### src/rtl/onchip_ram_arbiter.sv
// ---------------------------------------------------------------------------
// onchip_ram_arbiter
//
// Purpose:
//   Shares one single-port synchronous on-chip RAM between two masters.
//   The arbiter grants at most one master per cycle. Grants are combinational
//   from the arbiter state and the current requests. A master that keeps
//   requesting keeps ownership for up to MAX_RUN consecutive grants while the
//   other master is waiting. Reads return exactly one cycle after their grant.
//   Writes complete in their grant cycle.
//
// Parameters:
//   ADDR_W   word-address width of both masters and the RAM port
//   MAX_RUN  consecutive grants to one master while the other waits (1..15)
//
// Ports:
//   clk, reset_n                      clock, synchronous active-low reset
//   mN_address/byteenable/writedata   master N transfer payload
//   mN_read, mN_write                 master N requests (write wins if both)
//   mN_waitrequest                    high = master N request not accepted
//   mN_readdata, mN_readdatavalid     read return path (data shared by both)
//   ram_*                             single-port RAM drive, ram_readdata back
// ---------------------------------------------------------------------------
module onchip_ram_arbiter #(
    parameter int ADDR_W  = 14,
    parameter int MAX_RUN = 4
) (
    input  logic              clk,
    input  logic              reset_n,

    input  logic [ADDR_W-1:0] m0_address,
    input  logic [3:0]        m0_byteenable,
    input  logic              m0_read,
    input  logic              m0_write,
    input  logic [31:0]       m0_writedata,
    output logic              m0_waitrequest,
    output logic [31:0]       m0_readdata,
    output logic              m0_readdatavalid,

    input  logic [ADDR_W-1:0] m1_address,
    input  logic [3:0]        m1_byteenable,
    input  logic              m1_read,
    input  logic              m1_write,
    input  logic [31:0]       m1_writedata,
    output logic              m1_waitrequest,
    output logic [31:0]       m1_readdata,
    output logic              m1_readdatavalid,

    output logic [ADDR_W-1:0] ram_address,
    output logic [3:0]        ram_byteenable,
    output logic [31:0]       ram_writedata,
    output logic              ram_chipselect,
    output logic              ram_write,
    output logic              ram_clken,
    input  logic [31:0]       ram_readdata
);

    typedef enum logic [1:0] {
        IDLE = 2'd0,
        OWN0 = 2'd1,
        OWN1 = 2'd2
    } state_t;

    localparam logic [3:0] MAX_RUN_L = 4'(MAX_RUN);

    state_t     r_state;
    logic [3:0] r_run;
    logic       r_lastOwner;
    logic       r_pend0;
    logic       r_pend1;

    logic       w_req0;
    logic       w_req1;
    logic       w_rawGrant0;
    logic       w_rawGrant1;
    logic       w_grant0;
    logic       w_grant1;
    logic       w_runBelowMax;
    logic [3:0] w_runInc;

    assign w_req0        = m0_read | m0_write;
    assign w_req1        = m1_read | m1_write;
    assign w_runBelowMax = (r_run < MAX_RUN_L);
    assign w_runInc      = w_runBelowMax ? (r_run + 4'd1) : MAX_RUN_L;

    // Grant selection. The current owner keeps the RAM while it still
    // requests, unless the other master is waiting and the run limit is hit.
    always_comb begin
        w_rawGrant0 = 1'b0;
        w_rawGrant1 = 1'b0;
        unique case (r_state)
            IDLE: begin
                if (w_req0 && w_req1) begin
                    // Tie goes to whoever did not own the RAM last
                    w_rawGrant0 = r_lastOwner;
                    w_rawGrant1 = ~r_lastOwner;
                end else begin
                    w_rawGrant0 = w_req0;
                    w_rawGrant1 = w_req1;
                end
            end
            OWN0: begin
                if (w_req0 && (!w_req1 || w_runBelowMax)) begin
                    w_rawGrant0 = 1'b1;
                end else begin
                    w_rawGrant1 = w_req1;
                end
            end
            OWN1: begin
                if (w_req1 && (!w_req0 || w_runBelowMax)) begin
                    w_rawGrant1 = 1'b1;
                end else begin
                    w_rawGrant0 = w_req0;
                end
            end
            default: begin
                w_rawGrant0 = 1'b0;
                w_rawGrant1 = 1'b0;
            end
        endcase
    end

    // Nothing is granted while reset is asserted.
    assign w_grant0 = w_rawGrant0 & reset_n;
    assign w_grant1 = w_rawGrant1 & reset_n;

    // Arbiter state, run counter, last owner and the read-pending tags
    always_ff @(posedge clk) begin
        if (!reset_n) begin
            r_state     <= IDLE;
            r_run       <= 4'd0;
            r_lastOwner <= 1'b1;
            r_pend0     <= 1'b0;
            r_pend1     <= 1'b0;
        end else begin
            r_pend0 <= w_grant0 & m0_read & ~m0_write;
            r_pend1 <= w_grant1 & m1_read & ~m1_write;
            if (w_grant0) begin
                r_state     <= OWN0;
                r_lastOwner <= 1'b0;
                r_run       <= (r_state == OWN0) ? w_runInc : 4'd1;
            end else if (w_grant1) begin
                r_state     <= OWN1;
                r_lastOwner <= 1'b1;
                r_run       <= (r_state == OWN1) ? w_runInc : 4'd1;
            end else begin
                r_state <= IDLE;
                r_run   <= 4'd0;
            end
        end
    end

    assign m0_waitrequest = w_req0 & ~w_grant0;
    assign m1_waitrequest = w_req1 & ~w_grant1;

    // A pending read from before reset must not surface during reset
    assign m0_readdatavalid = r_pend0 & reset_n;
    assign m1_readdatavalid = r_pend1 & reset_n;
    assign m0_readdata      = ram_readdata;
    assign m1_readdata      = ram_readdata;

    assign ram_chipselect = w_grant0 | w_grant1;
    assign ram_write      = (w_grant0 & m0_write) | (w_grant1 & m1_write);
    assign ram_address    = w_grant1 ? m1_address    : m0_address;
    assign ram_byteenable = w_grant1 ? m1_byteenable : m0_byteenable;
    assign ram_writedata  = w_grant1 ? m1_writedata  : m0_writedata;
    assign ram_clken      = 1'b1;

endmodule

### config.mk
export PLATFORM = sky130hd
export DESIGN_NAME = onchip_ram_arbiter
export DESIGN_NICKNAME = d
export VERILOG_FILES = /design/src/rtl/onchip_ram_arbiter.sv
export SDC_FILE = /design/constraint.sdc
export NUM_CORES = 1
export LEC_CHECK = 0
export BUFFER_PORTS_ARGS = -buffer_cell sky130_fd_sc_hd__buf_2
export CORE_AREA = 4 4 97 99
export CTS_BUF_LIST = sky130_fd_sc_hd__clkbuf_8
export CTS_CLUSTER_DIAMETER = 100
export CTS_CLUSTER_SIZE = 10
export DETAILED_ROUTE_END_ITERATION = 12
export DIE_AREA = 0 0 101 103
export PLACE_DENSITY = 0.59
export REMOVE_ABC_BUFFERS = 1
export SLEW_MARGIN = 10
export SYNTH_ARGS = -nofsm -noshare
export SYNTH_HDL_FRONTEND = slang
export SYNTH_SLANG_ARGS = --single-unit
### constraint.sdc
create_clock -name clk -period 2.07 [get_ports clk]
set_input_delay 0.1035 -clock clk [delete_from_list [all_inputs] [get_ports clk]]
set_output_delay 0.1035 -clock clk [all_outputs]
set_load 0.02 [all_outputs]
Word level (Yosys, flattened, before mapping)
Cells that the tools add are included.
Word-level totals
  register bits after elaboration: 9
Cells by class
  $lt $le $gt $ge: 1
  bitwise operators: 22
  muxes and demuxes: 20
  add/sub/neg operators: 1
  equal/unequal tests: 2
  reductions and logical operators: 10
Operator list (number)
  32-bit two-way mux: 1
  4-bit two-way mux: 6
  14-bit two-way mux: 1
  1-bit AND: 12
  1-bit two-way mux: 9
  1-bit inverter: 6
  1-bit one-hot mux with 3 select lines: 2
  4-bit by 1-bit adder with 4-bit output, second input constant: 1
  4-bit by 3-bit less-than comparator with 1-bit output, second input constant: 1
  1-bit bitwise OR: 4
  1-bit logical AND: 3
  2-bit by 1-bit == test with 1-bit output, second input constant: 1
  2-bit == test, second input constant: 1
  1-bit zero test: 2
  2-bit zero test: 1
  1-bit logical OR: 2
  2-bit two-way mux: 1
  2-bit nonzero test: 1
  2-bit OR reduction: 1

Depth between registers and ports, before layout
  depth after elaboration: 9
  mapped depth: 6

Least setup slack after synthesis
Ideal clock, no wire load.
  kind: flip-flop to output port
  start point: register r_run[3]
  end point: output port ram_address[10]
  path slack: 199 ps
  arrival: 1767 ps
  buffers on the path: 1
  data required time: 1966 ps
  stages on the path, launching flop included: 6
  cells stage by stage: dfxtp_1 -> nor2_1 -> a21o_1 -> a221oi_4 -> buf_6 -> mux2_1
On the way
  word-level cells in the longest chain between the ends: 7
Ends and longest elaborated chain
  start: declaration: RTL line 67  | logic [3:0] r_run;
  start signal: assignment: RTL line 141  | r_run <= (r_state == OWN0) ? w_runInc : 4'd1;
  start signal: assignment: RTL line 145  | r_run <= (r_state == OWN1) ? w_runInc : 4'd1;
  4-bit by 3-bit less-than comparator with 1-bit output (*): RTL line 83  | assign w_runBelowMax = (r_run < MAX_RUN_L);
  1-bit logical OR (on tied branches): RTL line 110, 103
  1-bit logical AND (on tied branches): RTL line 110, 103
  1-bit two-way mux (on tied branches): RTL line 110, 103
  1-bit one-hot mux with 3 select lines (*): RTL line 91  | unique case (r_state)
  1-bit AND (*): RTL line 125  | assign w_grant1 = w_rawGrant1 & reset_n;
  14-bit two-way mux (*): RTL line 164  | assign ram_address = w_grant1 ? m1_address : m0_address;
  end: declaration: RTL line 49  | output logic [ADDR_W-1:0] ram_address,
Mark *: on every way between the ends. The rest lies on a longest branch, timed or not.

Final worst setup path
  start point: register r_run[2]
  end point: output port ram_address[8]
Same word-level chain as after synthesis.

==> flow_summary.toml <==
[placed_design]
numPortBuffers = 161
dpl-instance-area_um2 = 2069
gp_congestion = 0.8573
dp_hpwl_mm = 10.15

[timing]
rsz0062_at_grt = "true"
period_share = 1.020
drv_slew = 0
tightest_slew_ns = 0.6565
relSlewSlack = 0.5577
hold_viol = 0
fmax_ghz = 0.4736
fin_crit_ns = 2.112
hold_ws_ns = 0.1469
clock_skew_ns = 0.002490
fin_ws_ns = -0.04164
setup-violations-final = 38
tns_ns = -0.4072

[route]
drtPass1Iterations = 4
vias_per_cell = 4.562
detail_route.wl_per_cell_um = 28.85
vias = 1793
wirelength_mm = 11.34
drc = 0
ant_nets = 0
drt-initial-drc-count = 35

[cells_and_area]
final_common_cell = "buf_2"
syn_to_final_growth_pct = 46.17
final_cell_mix = "149 x buf_2, 36 x mux2_1, 13 x buf_6, 12 x mux2_4"
finish.utilization = 0.2761
final_area_um2 = 2361
final_net_count = 423
drive_above_1_share = 0.6996

[grt]
antenna_found_initial = 2
grt-ovfl-total = 0
grt_pass1_vias = 1875
grt_max_degree = 20
grt_pass1_wl_mm = 14.47
grt_usage = 0.2065

[die]
dieArea_um2 = 10400
start_util = 0.1889
die_y_um = 103
fp.dieW_um = 101
fp-row-count = 34
ioPinCount = 259
core_area_um2 = 8551

[synthesis]
synthCells = 179
synth_top_area_frac = 0.3137
yosysTopAreaCell = "mux2_1"
ys_seq_area_frac = 0.1115
synth_area_um2 = 1615
synth_area_leaders = "mux2_1 31%, buf_4 30%, dfxtp_1 11%, buf_6 3.5%, mux2_2 3.5%"
yosys_warnings = 0
ys_seq_elements = 9
avgSynthCellArea_um2 = 9.024
synth.distinct_cells = 34

[hold_path]
hp-start = "m0_read"
worstHoldPathType = "in2reg"
holdPathEnd = "r_pend0"
hold_depth = 2

[flow_run]
drv_cap = 0

[power_and_ir_drop]
p_per_area_nw_per_um2 = 557.3
ir_drop_mv = 0.1849
p_leak_nw = 1.222

[cts]
clk_pin_slew_ns = 0.04
cts_made_buffers = 3
cts_sinks = 9
cts_tree = "done"
insertion_delay_ns = 0.23
h-tree-depth = 1
root_buffer = "clkbuf_8"
clock_path_buffers = 2

[run_status]
violations = "negative setup slack"
status = "complete, but fails checks"

[critical_path]
rr_startpoint = "r_run[3]"
reg2reg_slack_ns = 0.49
reg2regPathDepth = 5
critical_path_class = "reg2out"
crit_arrival_ns = 2.01
required_ns = 1.97
path_max_fanout = 10
end_kind = "output port"
startpoint_type = "register"
r2r-end = "r_run[2]"
synthesized netlist by cell type, drive strengths merged:
master   count
a2111oi      1
a211oi       1
a21o         2
a21oi        4
a221o        1
a221oi       1
a22o         2
a2bb2oi      1
a31oi        1
and2         2
and3b        2
buf         71
clkbuf       2
conb         2
dfxtp        9
ha           1
inv          1
mux2        50
nand2        2
nand2b       1
nand4b       1
nor2         7
nor3         2
o2111a       1
o21ai        4
o22a         1
o31ai        1
or2          3
or3          1
or4b         1
metal layers:
layer / wire [µm] / part of all wire / global-route usage
met4: 386 / 0.034 / 0.05010
met2: 4756 / 0.42 / 0.3357
met5: 107 / 0.0094 / 0.06250
met3: 2205 / 0.19 / 0.1549
met1: 3884 / 0.34 / 0.2080
sequential cells by signal, summed over array words and instances, names as in the netlist:
register and flops:
r_pend0 1, r_pend1 1, r_run 4, r_lastOwner 1, r_state 2
logic make-up after synthesis:
kind of cell,synth area share
flops,0.1115
buf+inv,0.3470
mux,0.3486
other cells,0.004649
simple gates,0.07670
compound gates,0.1038
fa+ha+maj,0.007745
what timing repair did:
| action | CTS | global route |
|---|---|---|
| endpoints found under the setup margin | 51 | 51 |
| pin swaps | 2 | 1 |
| setup buffers | 3 | 1 |
| hold buffers | 0 | 0 |
| gates cloned | 2 | 0 |
| resized for setup | 32 | 21 |
worst max path at each step:
stage               slack [ns]                to      from  cells past startpoint
floorplan                -0.70    ram_address[0]  r_run[3]                      4
global placement          0.03  ram_writedata[9]  r_run[3]                      6
detailed placement        0.03  ram_writedata[9]  r_run[3]                      6
CTS                      -0.05  ram_writedata[8]  r_run[2]                      7
global route             -0.13  ram_writedata[7]  r_run[2]                      7
finish                   -0.04    ram_address[8]  r_run[2]                      7
worst max-delay path, stage by stage, from the launching register on:
cell and delay, ns:
dfxtp_4 0.35, o21ai_4 0.17, o31ai_4 0.10, a221oi_4 0.29, buf_6 0.18, buf_12 0.15, mux2_1 0.35, buf_2 0.17
power breakdown:
group | total, mW | leakage (nW) | switching [mW] | internal, mW
Sequential | 0.215 | 0.0754 | 0.0224 | 0.193
Combinational | 0.908 | 1.12 | 0.461 | 0.447
Clock | 0.193 | 0.0269 | 0.0642 | 0.129
Total | 1.32 | 1.22 | 0.548 | 0.768
final cells by class:
type | instances | area [µm²]
repair buffers | 173 | 1040
clock buffers | 3 | 41.29
fillers | 944 | 6190
flip-flops and latches | 9 | 187.7
clock inverters | 1 | 3.754
well taps | 108 | 135.1
inverters | 1 | 3.754
diodes | 2 | 5.005
multi-input cells | 96 | 944.7
metrics by stage:
stage / setup slack (ns) / power, mW / std cells
final: -0.04164 / 1.316 / 393
after global routing: -0.1265 / 1.397 / 391
after CTS: -0.05129 / 1.291 / 390
after detailed placement: 0.02792 / 0.9779 / 381
after global placement: 0.03469 / 0.9722 / 381
after floorplan: -0.6985 / 0.6547 / 106
Note: power is estimated with default switching activity, not from simulation.
